<file path="src/rtl/regfile_pkg.sv">
// Shared defaults and helpers for the multi-port register file.
package regfile_pkg;

    localparam int unsigned DATA_W_DEF = 32;
    localparam int unsigned NREGS_DEF  = 16;
    localparam int unsigned ADDR_W_DEF = 4;
    localparam int unsigned SP_IDX_DEF = 14;
    localparam logic [31:0] SP_RST_DEF = 32'h0000_1000;

    // Widest packed read-address bus the slice helper accepts.
    localparam int unsigned ADDR_VEC_MAX = 256;

    // Returns port k's address field from a packed address bus (zero-extended to 32 bits).
    function automatic logic [31:0] port_addr(input logic [ADDR_VEC_MAX-1:0] vec,
                                              input int unsigned k,
                                              input int unsigned addr_w);
        logic [ADDR_VEC_MAX-1:0] w_sh;
        logic [31:0]             w_mask;
        w_sh   = vec >> (k * addr_w);
        w_mask = (32'd1 << addr_w) - 32'd1;
        return w_sh[31:0] & w_mask;
    endfunction

endpackage

</file>
<file path="src/rtl/regfile_scoreboard.sv">
// Per-register busy scoreboard: set on alloc (issue), cleared on writeback.
module regfile_scoreboard #(
    parameter int unsigned NREGS   = 16,
    parameter int unsigned ADDR_W  = 4,
    parameter bit          ZERO_R0 = 1'b0
) (
    input  logic              clk,
    input  logic              reset,
    input  logic              alloc_en,
    input  logic [ADDR_W-1:0] alloc_addr,
    input  logic              wb_en,
    input  logic [ADDR_W-1:0] wb_addr,
    output logic [NREGS-1:0]  busy_vec,
    output logic [NREGS-1:0]  busy_next
);

    logic [NREGS-1:0] r_busy;

    // Next state: a same-cycle alloc beats the writeback clear (new producer supersedes).
    always_comb begin
        busy_next = '0;
        for (int i = 0; i < NREGS; i++) begin
            busy_next[i] = (alloc_en && (alloc_addr == ADDR_W'(i))) ||
                           (r_busy[i] && !(wb_en && (wb_addr == ADDR_W'(i))));
        end
        if (ZERO_R0) begin
            busy_next[0] = 1'b0;
        end
    end

    // Scoreboard state register.
    always_ff @(posedge clk or posedge reset) begin
        if (reset) begin
            r_busy <= '0;
        end else begin
            r_busy <= busy_next;
        end
    end

    assign busy_vec = r_busy;

endmodule

</file>
<file path="src/rtl/regfile_mp_scoreboard.sv">
// Multi-port register file with registered reads, write-first bypass and busy scoreboard.
module regfile_mp_scoreboard
    import regfile_pkg::*;
#(
    parameter int unsigned       DATA_W  = DATA_W_DEF,
    parameter int unsigned       NREGS   = NREGS_DEF,
    parameter int unsigned       ADDR_W  = ADDR_W_DEF,
    parameter int unsigned       NRD     = 2,
    parameter int unsigned       SP_IDX  = SP_IDX_DEF,
    parameter logic [DATA_W-1:0] SP_RST  = DATA_W'(SP_RST_DEF),
    parameter bit                ZERO_R0 = 1'b0
) (
    input  logic                  clk,
    input  logic                  reset,
    input  logic [NRD-1:0]        rd_en,
    input  logic [NRD*ADDR_W-1:0] rd_addr,
    output logic [NRD*DATA_W-1:0] rd_data,
    output logic [NRD-1:0]        rd_busy,
    input  logic                  wb_en,
    input  logic [ADDR_W-1:0]     wb_addr,
    input  logic [DATA_W-1:0]     wb_data,
    input  logic                  alloc_en,
    input  logic [ADDR_W-1:0]     alloc_addr,
    output logic [NREGS-1:0]      busy_vec
);

    logic [DATA_W-1:0] r_mem [NREGS];
    logic [NREGS-1:0]  w_busy_next;
    logic              w_wr_ok;

    regfile_scoreboard #(
        .NREGS   (NREGS),
        .ADDR_W  (ADDR_W),
        .ZERO_R0 (ZERO_R0)
    ) u_scoreboard (
        .clk        (clk),
        .reset      (reset),
        .alloc_en   (alloc_en),
        .alloc_addr (alloc_addr),
        .wb_en      (wb_en),
        .wb_addr    (wb_addr),
        .busy_vec   (busy_vec),
        .busy_next  (w_busy_next)
    );

    // Writes to r0 are dropped when r0 is hardwired to zero.
    assign w_wr_ok = wb_en && !(ZERO_R0 && (wb_addr == '0));

    // Storage array; the stack pointer has its own reset value.
    always_ff @(posedge clk or posedge reset) begin
        if (reset) begin
            for (int i = 0; i < NREGS; i++) begin
                r_mem[i] <= (i == SP_IDX) ? SP_RST : '0;
            end
        end else if (w_wr_ok) begin
            r_mem[wb_addr] <= wb_data;
        end
    end

    for (genvar k = 0; k < NRD; k++) begin : g_rd
        logic [ADDR_W-1:0] w_addr;
        logic [DATA_W-1:0] w_rd_val;
        logic [DATA_W-1:0] r_rd_data;
        logic              r_rd_busy;

        assign w_addr = ADDR_W'(port_addr(ADDR_VEC_MAX'(rd_addr), k, ADDR_W));

        // Write-first bypass; hardwired r0 overrides everything.
        always_comb begin
            w_rd_val = r_mem[w_addr];
            if (wb_en && (wb_addr == w_addr)) begin
                w_rd_val = wb_data;
            end
            if (ZERO_R0 && (w_addr == '0)) begin
                w_rd_val = '0;
            end
        end

        // Read register; busy is sampled from the scoreboard's next state to match the data.
        always_ff @(posedge clk or posedge reset) begin
            if (reset) begin
                r_rd_data <= '0;
                r_rd_busy <= 1'b0;
            end else if (rd_en[k]) begin
                r_rd_data <= w_rd_val;
                r_rd_busy <= w_busy_next[w_addr];
            end
        end

        assign rd_data[k*DATA_W +: DATA_W] = r_rd_data;
        assign rd_busy[k]                  = r_rd_busy;
    end

endmodule

</file>
<file path="config.mk">
export PLATFORM = sky130hd
export DESIGN_NAME = regfile_mp_scoreboard
export DESIGN_NICKNAME = d
export VERILOG_FILES = /design/src/rtl/regfile_pkg.sv /design/src/rtl/regfile_scoreboard.sv /design/src/rtl/regfile_mp_scoreboard.sv
export SDC_FILE = /design/constraint.sdc
export NUM_CORES = 2
export LEC_CHECK = 0
export CAP_MARGIN = 30
export CORE_MARGIN = 2
export CORE_UTILIZATION = 40
export CTS_CLUSTER_DIAMETER = 50
export CTS_CLUSTER_SIZE = 20
export DETAILED_ROUTE_END_ITERATION = 6
export PLACE_DENSITY_LB_ADDON = 0.05
export SKIP_LAST_GASP = 1
export SYNTH_ARGS = -nofsm -noshare
export SYNTH_HDL_FRONTEND = slang
export SYNTH_HIERARCHICAL = 1
export SYNTH_SLANG_ARGS = --single-unit
export TNS_END_PERCENT = 30
</file>
<file path="constraint.sdc">
create_clock -name clk -period 40.7 [get_ports clk]
set_input_delay 12.21 -clock clk [delete_from_list [all_inputs] [get_ports clk]]
set_output_delay 12.21 -clock clk [all_outputs]
set_load 0.005 [all_outputs]
</file>
After elaboration in Yosys (flattened, before gate mapping)
Cells that the tools add are included.

word-level totals
  output and inout bits = 82
  word-level logic and storage cells = 162
  input port bits = 54
  flip-flop bits (word level) = 594

cells by class
  bitwise logic cells = 3
  eq/ne operators = 32
  mux-type cells = 15
  magnitude comparators = 6
  reductions and logical operators = 85

operators by type and width
  operator            number
  $bwmux 512          1
  $bmux 32 s4         2
  $mux 32             7
  $demux 32 s4        1
  $eq 4x4->1 const B  16
  $logic_and 1x1->1   51
  $eq 4x3->1 const B  8
  $eq 4x2->1 const B  4
  $logic_not 1->1     16
  $logic_or 1x1->1    16
  $ge 5x5->1 const B  3
  $not 4->5           3
  $lt 4x5->1 const B  2
  $bmux 1 s4          2
  $eq 4x1->1 const B  2
  $eq 4x4->1          2
  $logic_not 4->1     2
  $lt 5x1->1 const B  1
  $mux 1              2

Logic depth before layout (Yosys ltp)
  depth after elaboration = 7
  mapped depth = 7

Hierarchy
Netlist, hierarchy kept.

by module, submodules not included
  module                 times used  area an instance (µm²)  cells an instance
  regfile_mp_scoreboard  1           30396.7                 2389
  regfile_scoreboard     1           671.9                   65

Worst setup path before layout
No wires, ideal clock.

  kind = input to register
  start point = in wb_addr[0]
  end point = reg g_rd[0].r_rd_busy
  arrival time = 13584 ps
  library setup time = 147 ps
  data required time = 40553 ps
  path buffers = 0
  setup slack = 26969 ps
  stages on the path = 7
  cells stage by stage = or2_4 o21ai_0 o21ai_0 mux4_2 mux2_2 nand3_1 o311ai_0

between the ends
  longest elaborated chain between the ends = 7
  elaborated cells between the ends (all ways) = 82

ends and longest elaborated chain
  item                          line                         RTL
  start, declared               regfile_mp_scoreboard.sv:20  input logic [ADDR_W-1:0] wb_addr,
  $eq 4x4->1                    regfile_scoreboard.sv:24     (r_busy[i] && !(wb_en && (wb_addr == ADDR_W'(i))));
  $logic_and 1x1->1             regfile_scoreboard.sv:24
  $logic_not 1->1               regfile_scoreboard.sv:24
  $logic_and 1x1->1             regfile_scoreboard.sv:24
  $logic_or 1x1->1              regfile_scoreboard.sv:23     busy_next[i] = (alloc_en && (alloc_addr == ADDR_W'(i))) ||
  net w_busy_next[8]            regfile_mp_scoreboard.sv:28  logic [NREGS-1:0] w_busy_next;
  $bmux 1 s4                    regfile_mp_scoreboard.sv:86  r_rd_busy <= w_busy_next[w_addr];
  $mux 1 (implied by the code)  regfile_mp_scoreboard.sv:86
  end signal, assigned          regfile_mp_scoreboard.sv:86
  end, declared                 regfile_mp_scoreboard.sv:64  logic r_rd_busy;

The timed path passes the listed nets, and every way through them passes these cells. The select of a mux whose other input is x is not followed.
A chain may end at the register's enable or synchronous reset.

==> results by group <==
Global routing
  – Overflow after GRT: 0
  – Number of global-route vias before repair: approximately 23,000
  – Number of antenna violations at the first check in global routing: 0
  – First-pass GRT wire length: 151,000 um
  – Global Route Usage Sum: around a quarter
  – Largest net degree at the start of global routing: 161

Yosys
  – Syn Nets: around 2,500
  – Syn Std Cell Area: just over 0.03 mm^2
  – Syn Inst Count: around 2,500
  – Ys Warns: 6
  – Post-synthesis area per instance: ~13 um^2
  – Synthesized flop and latch total: ~600
  – Count of unique library cells instantiated by Yosys: 37
  – Post-synthesis sequential area ratio: 47.8%

Clock tree
  – CTS resizes: 0
  – TritonCTS clock tree: done
  – CTS Root Cell: clkbuf_16
  – Clk Latency, worst-skew pair: 0.64 ns
  – Hold Buf Count CTS: 0
  – Max Root-Sink Buffers: 3
  – Post-CTS setup buffer count: 0
  – Cts bufs inserted: between 80 and 90
  – H-Tree Depth: 3
  – Clock sink count: between 500 and 600
  – Clock transition at the registers of the reported paths: 0.06 ns

Power and ir drop
  – Leakage: between 15 and 20 nW
  – Max rail drop VDD: 30.6 uV
  – Power density cells: roughly 56 mW/mm^2
  – Pwr Total: roughly 2 mW

Routing
  – Final ANT Viol Nets: 0
  – Routed vias/inst: a little under 6
  – Initial DRC count: around 1,400
  – Wirelength per Cell: roughly 28 um
  – Via count: 21,400
  – DRC violations left: 0
  – WL final: about 100,000 um
  – Drt first pass iters: 5

Timing
  – Final Max Tran Viols: 0
  – Setup TNS: 0 ns
  – Fin. Hold Viols: 0
  – Fin crit share: a little under two fifths
  – Unrepaired setup endpoints after global routing: no
  – Worst-Margin Slew: approximately 1.0 ns
  – Slew HR: approximately 34%
  – Worst Skew: roughly 0.023 ns
  – Crit path time final: about 15 ns
  – Max Freq: 65.5 MHz
  – Final Setup Violations: 0
  – Hold Worst Slack: 0.499 ns

Outcome
  – Outcome: completed

Worst setup path
  – CP required: 41.35 ns
  – Critical setup path kind: in2async
  – R2R depth: 6
  – Worst Path Arrival: 15.92 ns
  – Startpoint types: primary input
  – Worst-path maximum fanout: 160
  – Crit end category: asynchronous set/reset pin

Final layout
  – Multi-input combinational cell area: roughly 0.015 mm^2
  – Filler cell count: about 6,900
  – Most frequent cells in the layout: dfrtp_1, mux2_2, o21ai_0
  – Share of cells above drive strength 1: 32.6%
  – Register area: ~0.015 mm^2
  – Final Util: approximately 47%
  – Area grow syn2layout: 16.6%
  – NumNets Final: 2,543
  – Commonest non-fill, non-tap cell in the layout: dfrtp_1

Placement
  – Port bufs: about 140
  – Placer Congestion: ~0.79
  – Post-DP HPWL: 55,200 um

Worst hold path
  – Hold depth: 2
  – Hold Crit Class: reg2reg

Die
  – Die H: approximately 280 um
  – Initial Util: between 40% and 50%
  – Core Rows: between 100 and 150
  – Boundary Pins: roughly 140
  – Core box area: roughly 0.077 mm^2
  – Die W: 283 um
  – DIE AREA: between 0.07 and 0.08 mm^2

Run
  – Max Cap Violations: 0
[power breakdown]
part / leakage (nW) / switching, mW / internal (mW)
Clock: 1.52 / 0.310 / 0.498
Sequential: 7.33 / 0.0951 / 0.720
Combinational: 6.61 / 0.163 / 0.227
[critical path, cell delays in order]
cell	delay, ns
clkdlybuf4s50_1	0.54
inv_8	0.54
buf_12	0.61
buf_4	0.79
buf_4	0.76
[per-stage QoR]
stage	setup WS, ns	instances	instance area [um^2]
3_5_place_dp	24.64	3435	33000
4_1_cts	25.29	3600	36100
3_3_place_gp	24.74	3435	33000
6_report	25.43	3604	36200
5_1_grt	24.90	3603	36200
2_1_floorplan	12.32	2454	31100
[metal layers]
layer | up-vias | global-route usage (%) | share of wire (%)
met5 | - | 0 | 0
met4 | 0 | 7.53 | 2.3
met3 | 163 | 3.85 | 4.6
met2 | 589 | 41.4 | 47
met1 | 11400 | 36.2 | 46
li1 | 9298 | - | -
[path summary, 6_finish.rpt]
path | from | end | slack (ns)
setup reg to reg | u_scoreboard/busy_vec[13]$_DFF_PP0_ | g_rd[0].r_rd_busy$_DFFE_PP0P_ | 38.84
max in group clk | rd_addr[7] | g_rd[1].r_rd_data[25]$_DFFE_PP0P_ | 25.98
min in group asynchronous | reset | r_mem[317]$_DFFE_PP0P_ | 12.17
setup / recovery | reset | r_mem[104]$_DFFE_PP0P_ | 25.43
hold reg to reg | r_mem[506]$_DFFE_PP0P_ | r_mem[506]$_DFFE_PP0P_ | 0.50
hold / removal | r_mem[506]$_DFFE_PP0P_ | r_mem[506]$_DFFE_PP0P_ | 0.50
[registers in the layout, summed over array words and instances, names as in the netlist]
register               count
u_scoreboard/busy_vec     16
r_mem                    512
g_rd.r_rd_data            64
g_rd.r_rd_busy             2
[Yosys cell counts]
cell | instances | area [um^2]
dfrtp_1 | 593 | 14800
mux2_2 | 385 | 4340
o21ai_0 | 279 | 1400
nand2_1 | 262 | 983
mux4_2 | 200 | 4500
mux2i_1 | 130 | 1300
clkbuf_1 | 114 | 428
nor2_1 | 76 | 285
buf_2 | 69 | 345
a221oi_1 | 64 | 561
a31oi_1 | 64 | 400
a41o_1 | 64 | 641
inv_1 | 36 | 135
buf_4 | 27 | 203
buf_6 | 22 | 248
buf_1 | 10 | 37.5
nand2b_1 | 9 | 56.3
o21ai_1 | 9 | 45.0
nand3b_1 | 6 | 45.0
xor2_1 | 6 | 52.6
nand3_1 | 5 | 25.0
nor2b_1 | 3 | 18.8
a21oi_1 | 2 | 10.0
inv_2 | 2 | 7.51
nor3_2 | 2 | 20.0
o311ai_0 | 2 | 17.5
or3_1 | 2 | 12.5
xnor2_1 | 2 | 17.5
and2_0 | 1 | 6.26
and2_1 | 1 | 6.26
dfstp_2 | 1 | 26.3
mux2_1 | 1 | 11.3
nor3b_2 | 1 | 12.5
or2_2 | 1 | 6.26
or2_4 | 1 | 8.76
or3b_1 | 1 | 8.76
or3b_4 | 1 | 11.3
[final cells by class]
cell class | instances | area share (%)
Clock inverter | 56 | 1.87
Inverter | 38 | 0.415
Antenna cell | 1 | 0.00691
Timing Repair Buffer | 186 | 4.95
Sequential cell | 594 | 41.1
Clock buffer | 109 | 6.81
Multi-Input combinational cell | 1580 | 41.3
Tap cell | 1040 | 3.59
[cell families (layout without fill, tap and decap cells)]
| logic type | Yosys count | count (layout) | share of synthesized area [%] |
|---|---|---|---|
| and+or+nand+nor | 372 | 372 | 4.85 |
| buffers and inverters | 280 | 389 | 4.52 |
| AOI/OAI and AO/OA | 484 | 484 | 9.88 |
| other | 0 | 1 | 0 |
| xor gates and xnor gates | 8 | 8 | 0.226 |
| muxes | 716 | 716 | 32.7 |
| DFF | 594 | 594 | 47.8 |
Power figures use the tool's default switching activity.
==> RTL edit 1, RTL diff (same settings) <==
Add an input register stage for `rd_addr`; this delays it by one clock. The other inputs are not delayed to match.
--- a/src/rtl/regfile_mp_scoreboard.sv
+++ b/src/rtl/regfile_mp_scoreboard.sv
@@ -23,6 +23,12 @@
     input  logic [ADDR_W-1:0]     alloc_addr,
     output logic [NREGS-1:0]      busy_vec
 );
+
+    logic [NRD*ADDR_W-1:0] rd_addr_q;
+
+    always_ff @(posedge clk) begin
+        rd_addr_q <= rd_addr;
+    end
 
     logic [DATA_W-1:0] r_mem [NREGS];
     logic [NREGS-1:0]  w_busy_next;
@@ -63,7 +69,7 @@
         logic [DATA_W-1:0] r_rd_data;
         logic              r_rd_busy;
 
-        assign w_addr = ADDR_W'(port_addr(ADDR_VEC_MAX'(rd_addr), k, ADDR_W));
+        assign w_addr = ADDR_W'(port_addr(ADDR_VEC_MAX'(rd_addr_q), k, ADDR_W));
 
         // Write-first bypass; hardwired r0 overrides everything.
         always_comb begin
Check against the original RTL: not equivalent (a bounded check fails within 4 cycles, from zero or initial values and one cycle with reset high).
==> RTL edit 1 against the original RTL <==
- first-iteration DRC count increased by 2.0%
- largest power group unchanged
- utilization increased by 0.19 points
- die area increased by 0.51%
- wire length increased by 1.3%
- sequential cell count increased by 8
- worst setup slack improved by 830 ps
- area after synthesis increased by 0.52%
- highest routed layer unchanged
- final area increased by 0.58%
- sequential power increased by 2%
- total power increased by 0.96%
- final cell count increased by 0.19%
- clock power increased by 0.9%
==> RTL edit 1: results <==
INSERT INTO impl_metrics (metric_group, metric, value, unit) VALUES
('run_status', 'result_of_the_run', 'completed', ''),
('route', 'wl', '102100', 'um'),
('placed_design', 'dp.cells', '3445', ''),
('placed_design', 'dp_worst_setup_slack', '25390', 'ps'),
('setup_path', 'setup.worst_path.end', 'r_mem[47]', ''),
('synth', 'netlist_top_cells_count', '593 x sky130_fd_sc_hd__dfrtp_1, 385 x sky130_fd_sc_hd__mux2_2, 276 x sky130_fd_sc_hd__o21ai_0', ''),
('cells_and_area', 'diodes', '0', ''),
('cells_and_area', 'final_nets', '2550', ''),
('setup_path', 'r2r_setup_slack', '37330', 'ps'),
('placed_design', 'gp_congestion', '0.7939', ''),
('timing', 'clock_skew', '18.37', 'ps'),
('synth', 'postSynth.asyncResetShare', '98.67', '%'),
('global_routing', 'grt_util_overall', '25.56', '%'),
('synth', 'syn_area_per_cell', '12.68', 'um2'),
('clock_tree', 'numCtsBuffers', '87', ''),
('synth', 'synth.top_cells.by_area', 'sky130_fd_sc_hd__dfrtp_1 48%, sky130_fd_sc_hd__mux4_2 14%, sky130_fd_sc_hd__mux2_2 14%, sky130_fd_sc_hd__o21ai_0 4.4%, sky130_fd_sc_hd__mux2i_1 4.2%', ''),
('setup_path', 'crit_path_top_delay_cell', 'sky130_fd_sc_hd__nor2_4', ''),
('power', 'p_leak', '0.01553', 'uW'),
('placed_design', 'dp_hpwl', '54810', 'um'),
('cells_and_area', 'final_layout_size_suffix_gt1_share', '32.48', '%');
## RTL edit 1: changes by cell type in the layout (fill, tap and decap cells not counted), sizes merged
cell	change
inv	+2
diode	-1
buf	-5
clkinv	+2
bufinv	+3
dfxtp	+8
clkdlybuf4s50	+6
clkbuf	-8
## RTL edit 1: critical path: cells and delay by family
family | cells | cell delay (ps)
buf+inv | 2 | 1190
simple gates | 2 | 1150
mux | 1 | 380
## RTL edit 1: routing by layer
| metal | wire length, um | global-route usage, % | vias up |
|---|---|---|---|
| li1 | - | - | 9325 |
| met1 | 44850 | 35.20 | 11630 |
| met2 | 49760 | 41.94 | 652 |
| met3 | 5282 | 3.899 | 151 |
| met4 | 2194 | 7.566 | 0 |
| met5 | 0 | 0 | - |
## RTL edit 1: report_power, final
| group | leakage (uW) | total, uW | switching, uW | internal [uW] |
|---|---|---|---|---|
| Clock | 0.00152 | 815 | 320 | 496 |
| Combinational | 0.00661 | 387 | 159 | 228 |
| Sequential | 0.00740 | 830 | 102 | 728 |
## RTL edit 1: cells by family (layout without fill, tap and decap cells)
logic type | after synthesis | after routing | share of synthesized area, %
XOR/XNOR | 8 | 8 | 0.2244
AO/OA/AOI/OAI | 484 | 484 | 9.856
AND/OR/NAND/NOR | 372 | 372 | 4.824
buffers and inverters | 280 | 389 | 4.471
flip-flops | 602 | 602 | 48.11
multiplexers | 716 | 716 | 32.51
## RTL edit 1: cell type report
class,instances,area share (%)
flip-flops and latches,602,41.32
multi-input cells,1580,41.06
clock buffers,101,6.318
repair buffers,187,4.981
well taps,1040,3.573
clock inverters,63,2.339
inverters,38,0.4122
==> RTL edit 2, RTL diff (same settings) <==
Without the edit above. `ZERO_R0` is set to 1'b0 in 2 places; all go to 1'b1.
--- a/src/rtl/regfile_scoreboard.sv
+++ b/src/rtl/regfile_scoreboard.sv
@@ -2,7 +2,7 @@
 module regfile_scoreboard #(
     parameter int unsigned NREGS   = 16,
     parameter int unsigned ADDR_W  = 4,
-    parameter bit          ZERO_R0 = 1'b0
+    parameter bit          ZERO_R0 = 1'b1
 ) (
     input  logic              clk,
     input  logic              reset,
--- a/src/rtl/regfile_mp_scoreboard.sv
+++ b/src/rtl/regfile_mp_scoreboard.sv
@@ -8,7 +8,7 @@
     parameter int unsigned       NRD     = 2,
     parameter int unsigned       SP_IDX  = SP_IDX_DEF,
     parameter logic [DATA_W-1:0] SP_RST  = DATA_W'(SP_RST_DEF),
-    parameter bit                ZERO_R0 = 1'b0
+    parameter bit                ZERO_R0 = 1'b1
 ) (
     input  logic                  clk,
     input  logic                  reset,
Check against the original RTL: not equivalent (Yosys sat finds a counterexample within 4 cycles, from zero or initial values and one cycle with reset high).
==> RTL edit 2 against the original RTL <==
- wire length down 7.4%
- global-route usage down 1.1 points
- maximum frequency shrank 5.5%
- final area is 4.2% lower
- total power fell by 4.9%
- sequential cell count is 1 lower
- utilization fell by 0.14 points
- sequential power is 0.7% lower
- area after synthesis down 3.9%
- worst setup slack worse by 890 ps
- largest cell class is now registers
==> RTL edit 2: results <==
INSERT INTO impl_metrics (metric_group, metric, value, unit) VALUES
('run_status', 'result_of_the_run', 'completed', ''),
('global_routing', 'grt_max_degree', '101', ''),
('setup_path', 'critical_path.max_fanout', '100', ''),
('placed_design', 'dp_worst_setup_slack', '23690', 'ps'),
('placed_design', 'io_buffers', '134', ''),
('synth', 'synth.distinct_cells', '39', ''),
('placed_design', 'gp_congestion', '0.7836', ''),
('synth', 'synth.top_cells.by_area', 'sky130_fd_sc_hd__dfrtp_1 50%, sky130_fd_sc_hd__mux4_2 20%, sky130_fd_sc_hd__mux2_2 18%, sky130_fd_sc_hd__o22ai_1 2.0%, sky130_fd_sc_hd__clkbuf_1 1.8%', ''),
('timing', 'clock_skew', '34.59', 'ps'),
('placed_design', 'dp_hpwl', '49990', 'um'),
('synth', 'netlist_top_cells_count', '592 x sky130_fd_sc_hd__dfrtp_1, 474 x sky130_fd_sc_hd__mux2_2, 264 x sky130_fd_sc_hd__mux4_2', ''),
('route', 'via_count', '18740', ''),
('setup_path', 'rr_endpoint', 'g_rd[1].r_rd_busy', ''),
('timing', 'layout_min_cycle_time', '16160', 'ps'),
('global_routing', 'wire_length_of_the_first_global_routing_pass', '139000', 'um'),
('power', 'peakVddDrop', '0.00002565', 'V'),
('clock_tree', 'numCtsBuffers', '78', ''),
('global_routing', 'grt_util_overall', '24.59', '%'),
('cells_and_area', 'area_growth', '16.16', '%'),
('worst_hold_path', 'hold_path_end', 'r_mem[487]', '');
## RTL edit 2: layout make-up
cell class	instances	share of cell area, %
sequential	593	42.77
tap	969	3.494
antenna	1	0.007212
timing repair buffer	177	4.854
clock inverter	49	1.781
clock buffer	95	6.131
inverter	3	0.05409
multi-input combinational	1171	40.91
## RTL edit 2: cells by family after synthesis
logic type	after synthesis	synth area share, %
flops	593	49.68
simple gates	150	2.781
mux	752	38.29
compound gates	259	5.697
xor+xnor	8	0.2346
buf+inv	232	3.305
other cells	1	0.01255
## RTL edit 2: worst max-delay path, delay by kind of cell
kind	cells	cell delay [ps]
buf+inv	6	4350
## RTL edit 2: how the worst max path moves through the flow
stage          depth (start not counted)                end   from
2_1_floorplan                          1  g_rd[0].r_rd_busy  reset
3_3_place_gp                           6          r_mem[11]  reset
3_5_place_dp                           6         r_mem[274]  reset
4_1_cts                                6          r_mem[81]  reset
5_1_grt                                6         r_mem[274]  reset
6_report                               6          r_mem[81]  reset
## RTL edit 2: report_power, final
part / internal [uW] / switching [uW] / leakage [uW] / total, uW
clock: 433 / 292 / 0.00133 / 725
combinational: 239 / 140 / 0.00533 / 379
sequential: 718 / 91.4 / 0.00733 / 809
## RTL edit 2: metrics by stage
| stage | hold WS (ps) | total power [uW] |
|---|---|---|
| floorplan | 441.3 | 1068 |
| global placement | 377.0 | 1182 |
| detailed placement | 383.3 | 1200 |
| CTS | 397.1 | 1933 |
| global route | 408.2 | 2001 |
| finish | 393.8 | 1914 |
## RTL edit 2: per-layer routing
metal | GRT usage, % | vias to the layer above | part of all wire [%]
li1 | - | 7807 | -
met1 | 33.20 | 10310 | 43
met2 | 41.77 | 486 | 51
met3 | 3.453 | 134 | 4.5
met4 | 6.508 | 4 | 2.1
met5 | 0 | - | 0.032
